`src/rtl/key_load_ctrl_pkg.sv`:
```
// Shared types, default constants and counter sizing for the key loader.
package key_load_pkg;

  typedef enum logic [2:0] {
    KL_IDLE  = 3'd0,
    KL_LOAD  = 3'd1,
    KL_CHECK = 3'd2,
    KL_ARMED = 3'd3,
    KL_ERROR = 3'd4
  } kl_state_t;

  localparam int KL_KEY_W_DEF   = 32;
  localparam int KL_TIMEOUT_DEF = 255;

  function automatic int kl_cnt_w(input int n);
    return $clog2(n + 1);
  endfunction

endpackage

```
`src/rtl/key_load_ctrl_if.sv`:
```
// Key store handshake plus locked-core key/enable bus for key_load_ctrl.
interface key_load_ctrl_if
  import key_load_pkg::*;
#(
  parameter int KEY_W = KL_KEY_W_DEF
);
  logic             start;
  logic             key_req;
  logic             key_ack;
  logic             key_bit;
  logic [KEY_W-1:0] keyinput;
  logic             core_en;
  logic             busy;
  logic             done;
  logic             err;

  modport master (
    output start, key_ack, key_bit,
    input  key_req, keyinput, core_en, busy, done, err
  );

  modport slave (
    input  start, key_ack, key_bit,
    output key_req, keyinput, core_en, busy, done, err
  );
endinterface

```
`src/rtl/key_load_ctrl_shift_reg.sv`:
```
// Shadow shift register: LSB-first serial fill, running parity, parallel read-out.
module key_shift_reg #(
  parameter int KEY_W = 32
) (
  input  logic             clk,
  input  logic             rst_n,
  input  logic             clr,
  input  logic             shift_en,
  input  logic             bit_in,
  output logic [KEY_W-1:0] q,
  output logic             par
);

  logic [KEY_W-1:0] sh_q, sh_d;
  logic [KEY_W:0]   sh_ext_s;
  logic             par_q, par_d;

  function automatic logic par_next(input logic p, input logic b);
    return p ^ b;
  endfunction

  assign sh_ext_s = {bit_in, sh_q};

  // Next shadow contents and parity; new bits enter at the top and walk down.
  always_comb begin
    sh_d  = sh_q;
    par_d = par_q;
    if (clr) begin
      sh_d  = {KEY_W{1'b0}};
      par_d = 1'b0;
    end else if (shift_en) begin
      sh_d  = sh_ext_s[KEY_W:1];
      par_d = par_next(par_q, bit_in);
    end else begin
      sh_d  = sh_q;
      par_d = par_q;
    end
  end

  // Shadow and parity registers.
  always_ff @(posedge clk or negedge rst_n) begin
    if (!rst_n) begin
      sh_q  <= {KEY_W{1'b0}};
      par_q <= 1'b0;
    end else begin
      sh_q  <= sh_d;
      par_q <= par_d;
    end
  end

  assign q   = sh_q;
  assign par = par_q;

endmodule

```
`src/rtl/key_load_ctrl.sv`:
```
// Serial logic-locking key loader; applies a key atomically once received and checked.
// Define KEY_LOAD_PARITY_EN to add an even-parity beat checked before arming.
module key_load_ctrl
  import key_load_pkg::*;
#(
  parameter int KEY_W   = KL_KEY_W_DEF,
  parameter int TIMEOUT = KL_TIMEOUT_DEF
) (
  input logic            CK,
  input logic            RN,
  key_load_ctrl_if.slave bus
);

`ifdef KEY_LOAD_PARITY_EN
  localparam int BEATS = KEY_W + 1;
`else
  localparam int BEATS = KEY_W;
`endif
  localparam int BC_W = kl_cnt_w(BEATS);
  localparam int TO_W = kl_cnt_w(TIMEOUT);
  localparam logic [BC_W-1:0] BC_LAST = BC_W'(BEATS - 1);
  localparam logic [BC_W-1:0] BC_DATA = BC_W'(KEY_W);
  localparam logic [TO_W-1:0] TO_LAST = TO_W'(TIMEOUT - 1);

  kl_state_t        state_q, state_d;
  logic [BC_W-1:0]  bit_cnt_q, bit_cnt_d;
  logic [TO_W-1:0]  to_cnt_q, to_cnt_d;
  logic [KEY_W-1:0] keyinput_q, keyinput_d;
  logic             key_req_q, key_req_d;
  logic             busy_q, busy_d;
  logic             done_q, done_d;
  logic             core_en_q, core_en_d;
  logic             err_q, err_d;

  logic             ack_s, last_beat_s, timeout_s, load_entry_s, shift_en_s;
  logic             check_pass_s;
  logic [KEY_W-1:0] shadow_s;
  logic             shadow_par_s;

  assign ack_s        = (state_q == KL_LOAD) && bus.key_ack;
  assign last_beat_s  = ack_s && (bit_cnt_q == BC_LAST);
  assign timeout_s    = (state_q == KL_LOAD) && !bus.key_ack && (to_cnt_q == TO_LAST);
  assign load_entry_s = (state_d == KL_LOAD) && (state_q != KL_LOAD);
  assign shift_en_s   = ack_s && (bit_cnt_q < BC_DATA);

  key_shift_reg #(.KEY_W(KEY_W)) u_shadow (
    .clk      (CK),
    .rst_n    (RN),
    .clr      (load_entry_s),
    .shift_en (shift_en_s),
    .bit_in   (bus.key_bit),
    .q        (shadow_s),
    .par      (shadow_par_s)
  );

`ifdef KEY_LOAD_PARITY_EN
  logic par_bit_q, par_bit_d;

  // Capture the beat that follows the last data bit.
  always_comb begin
    par_bit_d = par_bit_q;
    if (load_entry_s) begin
      par_bit_d = 1'b0;
    end else if (ack_s && (bit_cnt_q == BC_DATA)) begin
      par_bit_d = bus.key_bit;
    end else begin
      par_bit_d = par_bit_q;
    end
  end

  // Received parity bit register.
  always_ff @(posedge CK or negedge RN) begin
    if (!RN) par_bit_q <= 1'b0;
    else     par_bit_q <= par_bit_d;
  end

  assign check_pass_s = (par_bit_q == shadow_par_s);
`else
  logic unused_par_s;
  assign unused_par_s = shadow_par_s;
  assign check_pass_s = 1'b1;
`endif

  // State register.
  always_ff @(posedge CK or negedge RN) begin
    if (!RN) state_q <= KL_IDLE;
    else     state_q <= state_d;
  end

  // Next-state logic; an ack on the expiry cycle wins over the timeout.
  always_comb begin
    state_d = state_q;
    case (state_q)
      KL_IDLE: begin
        if (bus.start) state_d = KL_LOAD;
        else           state_d = KL_IDLE;
      end
      KL_LOAD: begin
        if (last_beat_s)    state_d = KL_CHECK;
        else if (timeout_s) state_d = KL_ERROR;
        else                state_d = KL_LOAD;
      end
      KL_CHECK: begin
        if (check_pass_s) state_d = KL_ARMED;
        else              state_d = KL_ERROR;
      end
      KL_ARMED: begin
        if (bus.start) state_d = KL_LOAD;
        else           state_d = KL_ARMED;
      end
      KL_ERROR: begin
        if (bus.start) state_d = KL_LOAD;
        else           state_d = KL_ERROR;
      end
      default: state_d = KL_IDLE;
    endcase
  end

  // Beat and idle-cycle counters, both restarted on every entry to LOAD.
  always_comb begin
    bit_cnt_d = bit_cnt_q;
    to_cnt_d  = to_cnt_q;
    if (load_entry_s) begin
      bit_cnt_d = {BC_W{1'b0}};
      to_cnt_d  = {TO_W{1'b0}};
    end else if (ack_s) begin
      bit_cnt_d = bit_cnt_q + BC_W'(1);
      to_cnt_d  = {TO_W{1'b0}};
    end else if (state_q == KL_LOAD) begin
      to_cnt_d  = to_cnt_q + TO_W'(1);
    end else begin
      bit_cnt_d = bit_cnt_q;
      to_cnt_d  = to_cnt_q;
    end
  end

  // Counter registers.
  always_ff @(posedge CK or negedge RN) begin
    if (!RN) begin
      bit_cnt_q <= {BC_W{1'b0}};
      to_cnt_q  <= {TO_W{1'b0}};
    end else begin
      bit_cnt_q <= bit_cnt_d;
      to_cnt_q  <= to_cnt_d;
    end
  end

  // Outputs follow the next state so they are valid in the cycle the state is entered.
  always_comb begin
    key_req_d = (state_d == KL_LOAD);
    busy_d    = (state_d == KL_LOAD) || (state_d == KL_CHECK);
    done_d    = (state_d == KL_ARMED);
    core_en_d = (state_d == KL_ARMED);
    err_d     = (state_d == KL_ERROR);
    if ((state_q == KL_CHECK) && (state_d == KL_ARMED)) begin
      keyinput_d = shadow_s;
    end else if (state_d == KL_ARMED) begin
      keyinput_d = keyinput_q;
    end else begin
      keyinput_d = {KEY_W{1'b0}};
    end
  end

  // Output registers.
  always_ff @(posedge CK or negedge RN) begin
    if (!RN) begin
      keyinput_q <= {KEY_W{1'b0}};
      key_req_q  <= 1'b0;
      busy_q     <= 1'b0;
      done_q     <= 1'b0;
      core_en_q  <= 1'b0;
      err_q      <= 1'b0;
    end else begin
      keyinput_q <= keyinput_d;
      key_req_q  <= key_req_d;
      busy_q     <= busy_d;
      done_q     <= done_d;
      core_en_q  <= core_en_d;
      err_q      <= err_d;
    end
  end

  assign bus.keyinput = keyinput_q;
  assign bus.key_req  = key_req_q;
  assign bus.busy     = busy_q;
  assign bus.done     = done_q;
  assign bus.core_en  = core_en_q;
  assign bus.err      = err_q;

endmodule

```
`src/flat_wrapper.sv`:
```
// flat-port wrapper written by rule: the top's interface ports become plain ports
module key_load_ctrl_flat import key_load_pkg::*;
#(
  parameter int KEY_W   = KL_KEY_W_DEF,
  parameter int TIMEOUT = KL_TIMEOUT_DEF
)
  (CK, RN, bus_start, bus_key_ack, bus_key_bit, bus_key_req, bus_keyinput, bus_core_en, bus_busy, bus_done, bus_err);
  key_load_ctrl_if #(.KEY_W(KEY_W)) bus_i ();
  input logic CK;
  input logic RN;
  input wire logic [$bits(bus_i.start)-1:0] bus_start;
  input wire logic [$bits(bus_i.key_ack)-1:0] bus_key_ack;
  input wire logic [$bits(bus_i.key_bit)-1:0] bus_key_bit;
  output wire logic [$bits(bus_i.key_req)-1:0] bus_key_req;
  output wire logic [$bits(bus_i.keyinput)-1:0] bus_keyinput;
  output wire logic [$bits(bus_i.core_en)-1:0] bus_core_en;
  output wire logic [$bits(bus_i.busy)-1:0] bus_busy;
  output wire logic [$bits(bus_i.done)-1:0] bus_done;
  output wire logic [$bits(bus_i.err)-1:0] bus_err;
  assign bus_i.start = bus_start;
  assign bus_i.key_ack = bus_key_ack;
  assign bus_i.key_bit = bus_key_bit;
  assign bus_key_req = bus_i.key_req;
  assign bus_keyinput = bus_i.keyinput;
  assign bus_core_en = bus_i.core_en;
  assign bus_busy = bus_i.busy;
  assign bus_done = bus_i.done;
  assign bus_err = bus_i.err;
  key_load_ctrl #(.KEY_W(KEY_W), .TIMEOUT(TIMEOUT)) u_core (.CK(CK), .RN(RN), .bus(bus_i));
endmodule
```
`config.mk`:
```
export PLATFORM = sky130hd
export DESIGN_NAME = key_load_ctrl_flat
export DESIGN_NICKNAME = d
export VERILOG_FILES = /design/src/rtl/key_load_ctrl_pkg.sv /design/src/rtl/key_load_ctrl_if.sv /design/src/rtl/key_load_ctrl_shift_reg.sv /design/src/rtl/key_load_ctrl.sv /design/src/flat_wrapper.sv
export SDC_FILE = /design/constraint.sdc
export NUM_CORES = 1
export LEC_CHECK = 0
export CORE_ASPECT_RATIO = 0.6
export CORE_MARGIN = 1.5
export CORE_UTILIZATION = 55
export DETAILED_ROUTE_END_ITERATION = 12
export PLACE_DENSITY = 0.77
export SYNTH_ARGS = -nofsm -noshare
export SYNTH_HDL_FRONTEND = slang
export SYNTH_HIERARCHICAL = 1
export SYNTH_SLANG_ARGS = --single-unit
```
`constraint.sdc`:
```
create_clock -name CK -period 2.16 [get_ports CK]
set_input_delay 0.54 -clock CK [delete_from_list [all_inputs] [get_ports CK]]
set_output_delay 0.54 -clock CK [all_outputs]
set_load 0.02 [all_outputs]
```
==> results of run 1 <==
state kept, by name, indices dropped and copies added, names as in the netlist, 3 cells and up:
name,count
u_core/to_cnt_q,8
u_core/bit_cnt_q,6
u_core/state_q,3
u_core/bus.keyinput,32
u_core/u_shadow/q,32
power by group through the flow:
stage	Combinational [W]	Sequential [W]	Clock [W]
CTS	0.00116	0.00229	0.00112
global route	0.00130	0.00234	0.00119
detailed placement	0.00115	0.00232	0
floorplan	0.000976	0.00222	0
finish	0.00116	0.00228	0.00109
global placement	0.00110	0.00230	0
area by class of cell:
class,count,share of cell area [%]
inverter,3,0.268
timing repair buffer,50,12.5
clock buffer,10,3.03
tap,84,2.50
sequential,85,50.6
multi-input combinational,179,29.7
clock inverter,6,1.46
stage by stage:
step / area, sq um / hold WS (ns) / total power [W]
finish: 4210 / 0.192 / 0.00453
global route: 4210 / 0.203 / 0.00483
floorplan: 3530 / 0.244 / 0.00319
CTS: 4210 / 0.215 / 0.00457
detailed placement: 4020 / 0.482 / 0.00347
global placement: 4020 / 0.483 / 0.00340
path summary, 6_finish.rpt:
path,startpoint,to
hold reg to reg,u_core/bus.keyinput[5],u_core/bus.keyinput[5]
setup reg to reg,u_core/state_q[0],u_core/to_cnt_q[5]
min in group CK,u_core/bus.keyinput[5],u_core/bus.keyinput[5]
setup / recovery,u_core/bus.keyinput[27],bus_keyinput[27]
hold / removal,RN,u_core/bus.keyinput[3]
max in group asynchronous,RN,u_core/bit_cnt_q[5]
cells in the final DEF, fill, tap and decap left out, types with 3 or more instances in the layout:
cell type and count:
clkdlybuf4s50_1 40, nand2_1 11, a22o_1 32, o31ai_1 3, clkbuf_8 9, mux2i_1 33, clkinv_2 3, a21oi_1 5
buf_12 4, ha_1 3, o21ai_0 9, nor2_1 43, inv_1 3, nand3_1 6, dfrtp_1 85, buf_4 6
xor2_1 4
per-layer routing:
metal  wire length (microns)  global-route usage (%)  part of all wire (%)
met5                       0                       0                     0
met4                      76                    6.42                   1.2
met3                     264                    7.65                   4.1
met2                    2860                    30.6                    44
met1                    3300                    30.3                    51
==> flow_metrics.env, run 1 <==
export IMPL_port_buffers=41
export IMPL_via_count=2267
export IMPL_grt_overflow_total=0
export IMPL_crit_family="buffers and inverters"
export IMPL_drtIter0Drc=105
export IMPL_clk_pin_slew_ns=0.08
export IMPL_worst_path_max_fanout=2
export IMPL_rrSetupSlack_ns=0.32
export IMPL_worstSetupPathType="reg -> out"
export IMPL_p_comb_share_pct=25.6
export IMPL_report_final_hold_viol_count=0
export IMPL_switchingPower_w=0.00150
export IMPL_final_core_util_pct=68.2
export IMPL_fill_cells=474
export IMPL_place_hpwl_microns=4110
export IMPL_pwr_share_seq_pct=50.4
export IMPL_hp_class="in -> async"
export IMPL_cts_made_buffers=9
export IMPL_worst_pin_slew_ns=0.455
export IMPL_fmax_mhz=515
export IMPL_power_leakage_nw=1.98
export IMPL_period_needed_ns=1.94
export IMPL_syn_to_final_growth_pct=19.2
export IMPL_worst_path_stages=1
export IMPL_dp_cells=401
export IMPL_seq_area_sq_mm=0.00213
export IMPL_num_rows=22
export IMPL_fin_cells=417
export IMPL_antenna_diode_count=0
export IMPL_cellPowerDensity_mw_per_mm2=1080
export IMPL_clock_path_buffers=2
export IMPL_synthCells=286
export IMPL_gp_congestion=0.821
export IMPL_setup_viol=0
export IMPL_finClkSkew_ns=0.0108
export IMPL_rsz0062_at_grt="false"
export IMPL_multi_input_area_sq_mm=0.00125
export IMPL_rr_worst_depth=4
export IMPL_status="finished, final reports clean"
export IMPL_start_kind="flop"
export IMPL_power_internal_w=0.00303
export IMPL_p_sw_share_pct=33.2
export IMPL_antenna_found_initial=0
export IMPL_drive_above_1_share_pct=9.61
export IMPL_slowest_delay_ns=0.64
export IMPL_cts_hold_buf=0
export IMPL_crit_required_ns=1.62
export IMPL_clk_latency_ns=0.35
export IMPL_worst_slack_ns=0.217
export IMPL_finalWirelength_microns=6500
export IMPL_cts_sinks=85
export IMPL_track_usage_pct=21.3
export IMPL_dieArea_sq_mm=0.00692
export IMPL_endpoint_kind="output port"
export IMPL_syn_num_nets=294
export IMPL_crit_arrival_ns=1.40
export IMPL_fp_coreArea_sq_mm=0.00617
export IMPL_path_buf_inv=1
export IMPL_pin_count=42
export IMPL_maxSlewViolCount=0
export IMPL_ant_nets=0
export IMPL_first_global_vias=2231
export IMPL_power_share_clock_pct=24.0
export IMPL_relSlewSlack_pct=69.3
export IMPL_path_cells="clkdlybuf4s50_1"
export IMPL_viasPerCell=5.44
export IMPL_tns_ns=0
export IMPL_vdd_drop_max_mv=0.489
export IMPL_clock_tree_root_cell="clkbuf_8"
export IMPL_ys_warn_count=6
export IMPL_wl_per_cell_microns=15.6
export IMPL_synth_avg_cell_area_sq_um=12.3
export IMPL_cts_resized=0
export IMPL_slowest_stage="clkdlybuf4s50_1"
export IMPL_dpl_worst_slack_ns=0.0209
export IMPL_post_cts_buffers=0
export IMPL_syn_area_sq_mm=0.00353
export IMPL_nets=336
export IMPL_grt_pass1_wl_microns=11100
export IMPL_period_share_pct=89.9
export IMPL_first_pass_iters=4
export IMPL_maxCapViolCount=0
export IMPL_cts_tree="built"
export IMPL_dieWidth_microns=106
export IMPL_cts_max_level=3
export IMPL_grt_max_degree=86
export IMPL_start_util_pct=57.2
export IMPL_die_height_microns=65.0
export IMPL_drc_errors=0
No activity file was read; power rests on OpenSTA's default activity.
==> run 2: changes to the inputs <==
--- a/config.mk
+++ b/config.mk
@@ -12,5 +12,4 @@
 export PLACE_DENSITY = 0.77
 export SYNTH_ARGS = -nofsm -noshare
 export SYNTH_HDL_FRONTEND = slang
-export SYNTH_HIERARCHICAL = 1
 export SYNTH_SLANG_ARGS = --single-unit
==> flow_metrics.env, run 2 <==
export IMPL_status="finished, final reports clean"
export IMPL_synth_area_leaders="dfrtp_1, nand2_1, a22o_1, a21oi_1, buf_2"
export IMPL_wl_per_cell_microns=15.5
export IMPL_cts_tree="built"
export IMPL_layout_commonest_cell="dfrtp_1"
export IMPL_report_final_hold_viol_count=0
export IMPL_dpl_worst_slack_ns=0.0740
export IMPL_fin_cells=455
export IMPL_async_reset_ff_share_pct=100
export IMPL_tns_ns=0
export IMPL_crit_required_ns=1.62
export IMPL_cts_resized=0
export IMPL_crit_family="buffers and inverters"
export IMPL_vdd_drop_max_mv=0.615
export IMPL_pin_count=42
export IMPL_maxSlewViolCount=0
export IMPL_rsz0062_at_grt="false"
export IMPL_cts_sinks=85
export IMPL_fmax_mhz=528
export IMPL_period_needed_ns=1.90
export IMPL_start_kind="flop"
export IMPL_dp_cells=439
export IMPL_clk_pin_slew_ns=0.09
export IMPL_rrSetupSlack_ns=0.47
export IMPL_layout_common_cells="dfrtp_1, nand2_1, clkdlybuf4s50_1, a21oi_1, a22o_1"
export IMPL_cts_hold_buf=0
export IMPL_track_usage_pct=23.6
export IMPL_die_height_microns=64.4
export IMPL_gp_congestion=0.837
export IMPL_drc_errors=0
export IMPL_cts_made_buffers=9
export IMPL_worst_slack_ns=0.265
export IMPL_post_cts_buffers=0
export IMPL_finClkSkew_ns=0.0137
export IMPL_nets=374
export IMPL_port_buffers=41
export IMPL_slowest_stage="clkdlybuf4s50_1"
export IMPL_path_buf_inv=1
export IMPL_syn_to_final_growth_pct=23.3
export IMPL_syn_area_sq_mm=0.00346
export IMPL_slowest_delay_ns=0.61
export IMPL_worst_pin_slew_ns=0.408
export IMPL_design_area_sq_mm=0.00426
export IMPL_drive_above_1_share_pct=11.1
export IMPL_worstSetupPathType="reg -> out"
export IMPL_place_hpwl_microns=4760
export IMPL_multi_input_area_sq_mm=0.00124
export IMPL_maxCapViolCount=0
export IMPL_drtIter0Drc=244
export IMPL_cellPowerDensity_mw_per_mm2=891
export IMPL_dieWidth_microns=105
export IMPL_endpoint_kind="output port"
export IMPL_synthCells=320
export IMPL_period_share_pct=87.7
export IMPL_ys_types=38
export IMPL_relSlewSlack_pct=72.8
export IMPL_start_util_pct=56.9
export IMPL_grt_overflow_total=0
export IMPL_ys_warn_count=0
export IMPL_finalWirelength_microns=7060
export IMPL_setup_viol=0
export IMPL_first_pass_iters=4
export IMPL_clock_tree_root_cell="clkbuf_8"
export IMPL_synth_avg_cell_area_sq_um=10.8
export IMPL_cts_max_level=3
export IMPL_viasPerCell=5.67
export IMPL_antenna_found_initial=0
export IMPL_num_rows=22
export IMPL_hp_class="in -> async"
export IMPL_synthTopCellsByCount="dfrtp_1, nand2_1, a21oi_1"
export IMPL_clock_path_buffers=2
export IMPL_ys_ff_latch=85
export IMPL_path_cells="clkdlybuf4s50_1"
export IMPL_syn_num_nets=328
export IMPL_grt_pass1_wl_microns=12300
export IMPL_post_dp_cell_area_sq_mm=0.00405
export IMPL_fin_total_pwr_w=0.00380
export IMPL_first_global_vias=2417
export IMPL_seq_area_sq_mm=0.00213
export IMPL_grt_max_degree=44
export IMPL_synth_edff_count=0
export IMPL_synth_ff_type="dfrtp_1"
export IMPL_synth_top_area_cell="dfrtp_1"
export IMPL_dieArea_sq_mm=0.00679
export IMPL_synth_top_area_share_pct=61.5
export IMPL_worst_path_max_fanout=2
export IMPL_ant_nets=0
export IMPL_crit_arrival_ns=1.36
export IMPL_yosysMostFrequentCell="dfrtp_1"
export IMPL_via_count=2580
export IMPL_clk_latency_ns=0.36
export IMPL_antenna_diode_count=0
export IMPL_seq_area_frac_synth_pct=61.5
export IMPL_fill_cells=462
export IMPL_power_leakage_nw=1.88
export IMPL_fp_coreArea_sq_mm=0.00608
## run 2: where the power goes
group          internal (W)  leakage (nW)  switching [W]
Sequential          0.00180          1.16       0.000210
Combinational      0.000258         0.617       0.000351
Clock              0.000560         0.104       0.000618
Total               0.00262          1.88        0.00118
## run 2: path summary, 6_finish.rpt
| kind | from | endpoint | cells after the start |
|---|---|---|---|
| worst max-delay path | u_core.bus.keyinput[7] | bus_keyinput[7] | 1 |
| worst min-delay path | RN | u_core.bus.keyinput[4] | 1 |
| worst max register to register | u_core.state_q[2] | u_core.to_cnt_q[7] | 3 |
| worst min register to register | u_core.to_cnt_q[6] | u_core.to_cnt_q[6] | 1 |
| max in group asynchronous | RN | u_core.state_q[2] | 2 |
| min in group CK | u_core.to_cnt_q[6] | u_core.to_cnt_q[6] | 1 |
## run 2: area by class of cell
| cell class | instances | share of cell area (%) |
|---|---|---|
| clock buffer | 9 | 2.90 |
| clock inverter | 7 | 2.08 |
| inverter | 2 | 0.176 |
| multi-input combinational | 214 | 29.2 |
| sequential | 85 | 49.9 |
| tap | 84 | 2.46 |
| timing repair buffer | 54 | 13.3 |
## run 2: per-stage QoR
stage | hold slack (ns) | util, %
floorplan | 0.244 | -
CTS | 0.110 | 70.1
global route | 0.113 | 70.1
finish | 0.101 | 70.1
detailed placement | 0.457 | 66.6
global placement | 0.464 | 66.6
## run 2: per-layer routing
metal / up-vias / global-route usage, % / part of all wire (%)
met2: 69 / 34.1 / 44
met1: 1277 / 35.8 / 50
met5: - / 0 / 0
li1: 1228 / - / -
met4: 0 / 4.11 / 0.38
met3: 6 / 7.14 / 6.3
## run 2: cells by family (layout without fill, tap and decap cells)
logic type                 count (synthesis)  after routing  share of synthesized area (%)
and+or+nand+nor                          115            115                           15.3
AOI/OAI and AO/OA                         92             92                           18.2
DFF                                       85             85                           61.5
buffers and inverters                     21             72                           2.89
xor gates and xnor gates                   4              4                           1.01
adders and majority gates                  3              3                           1.09
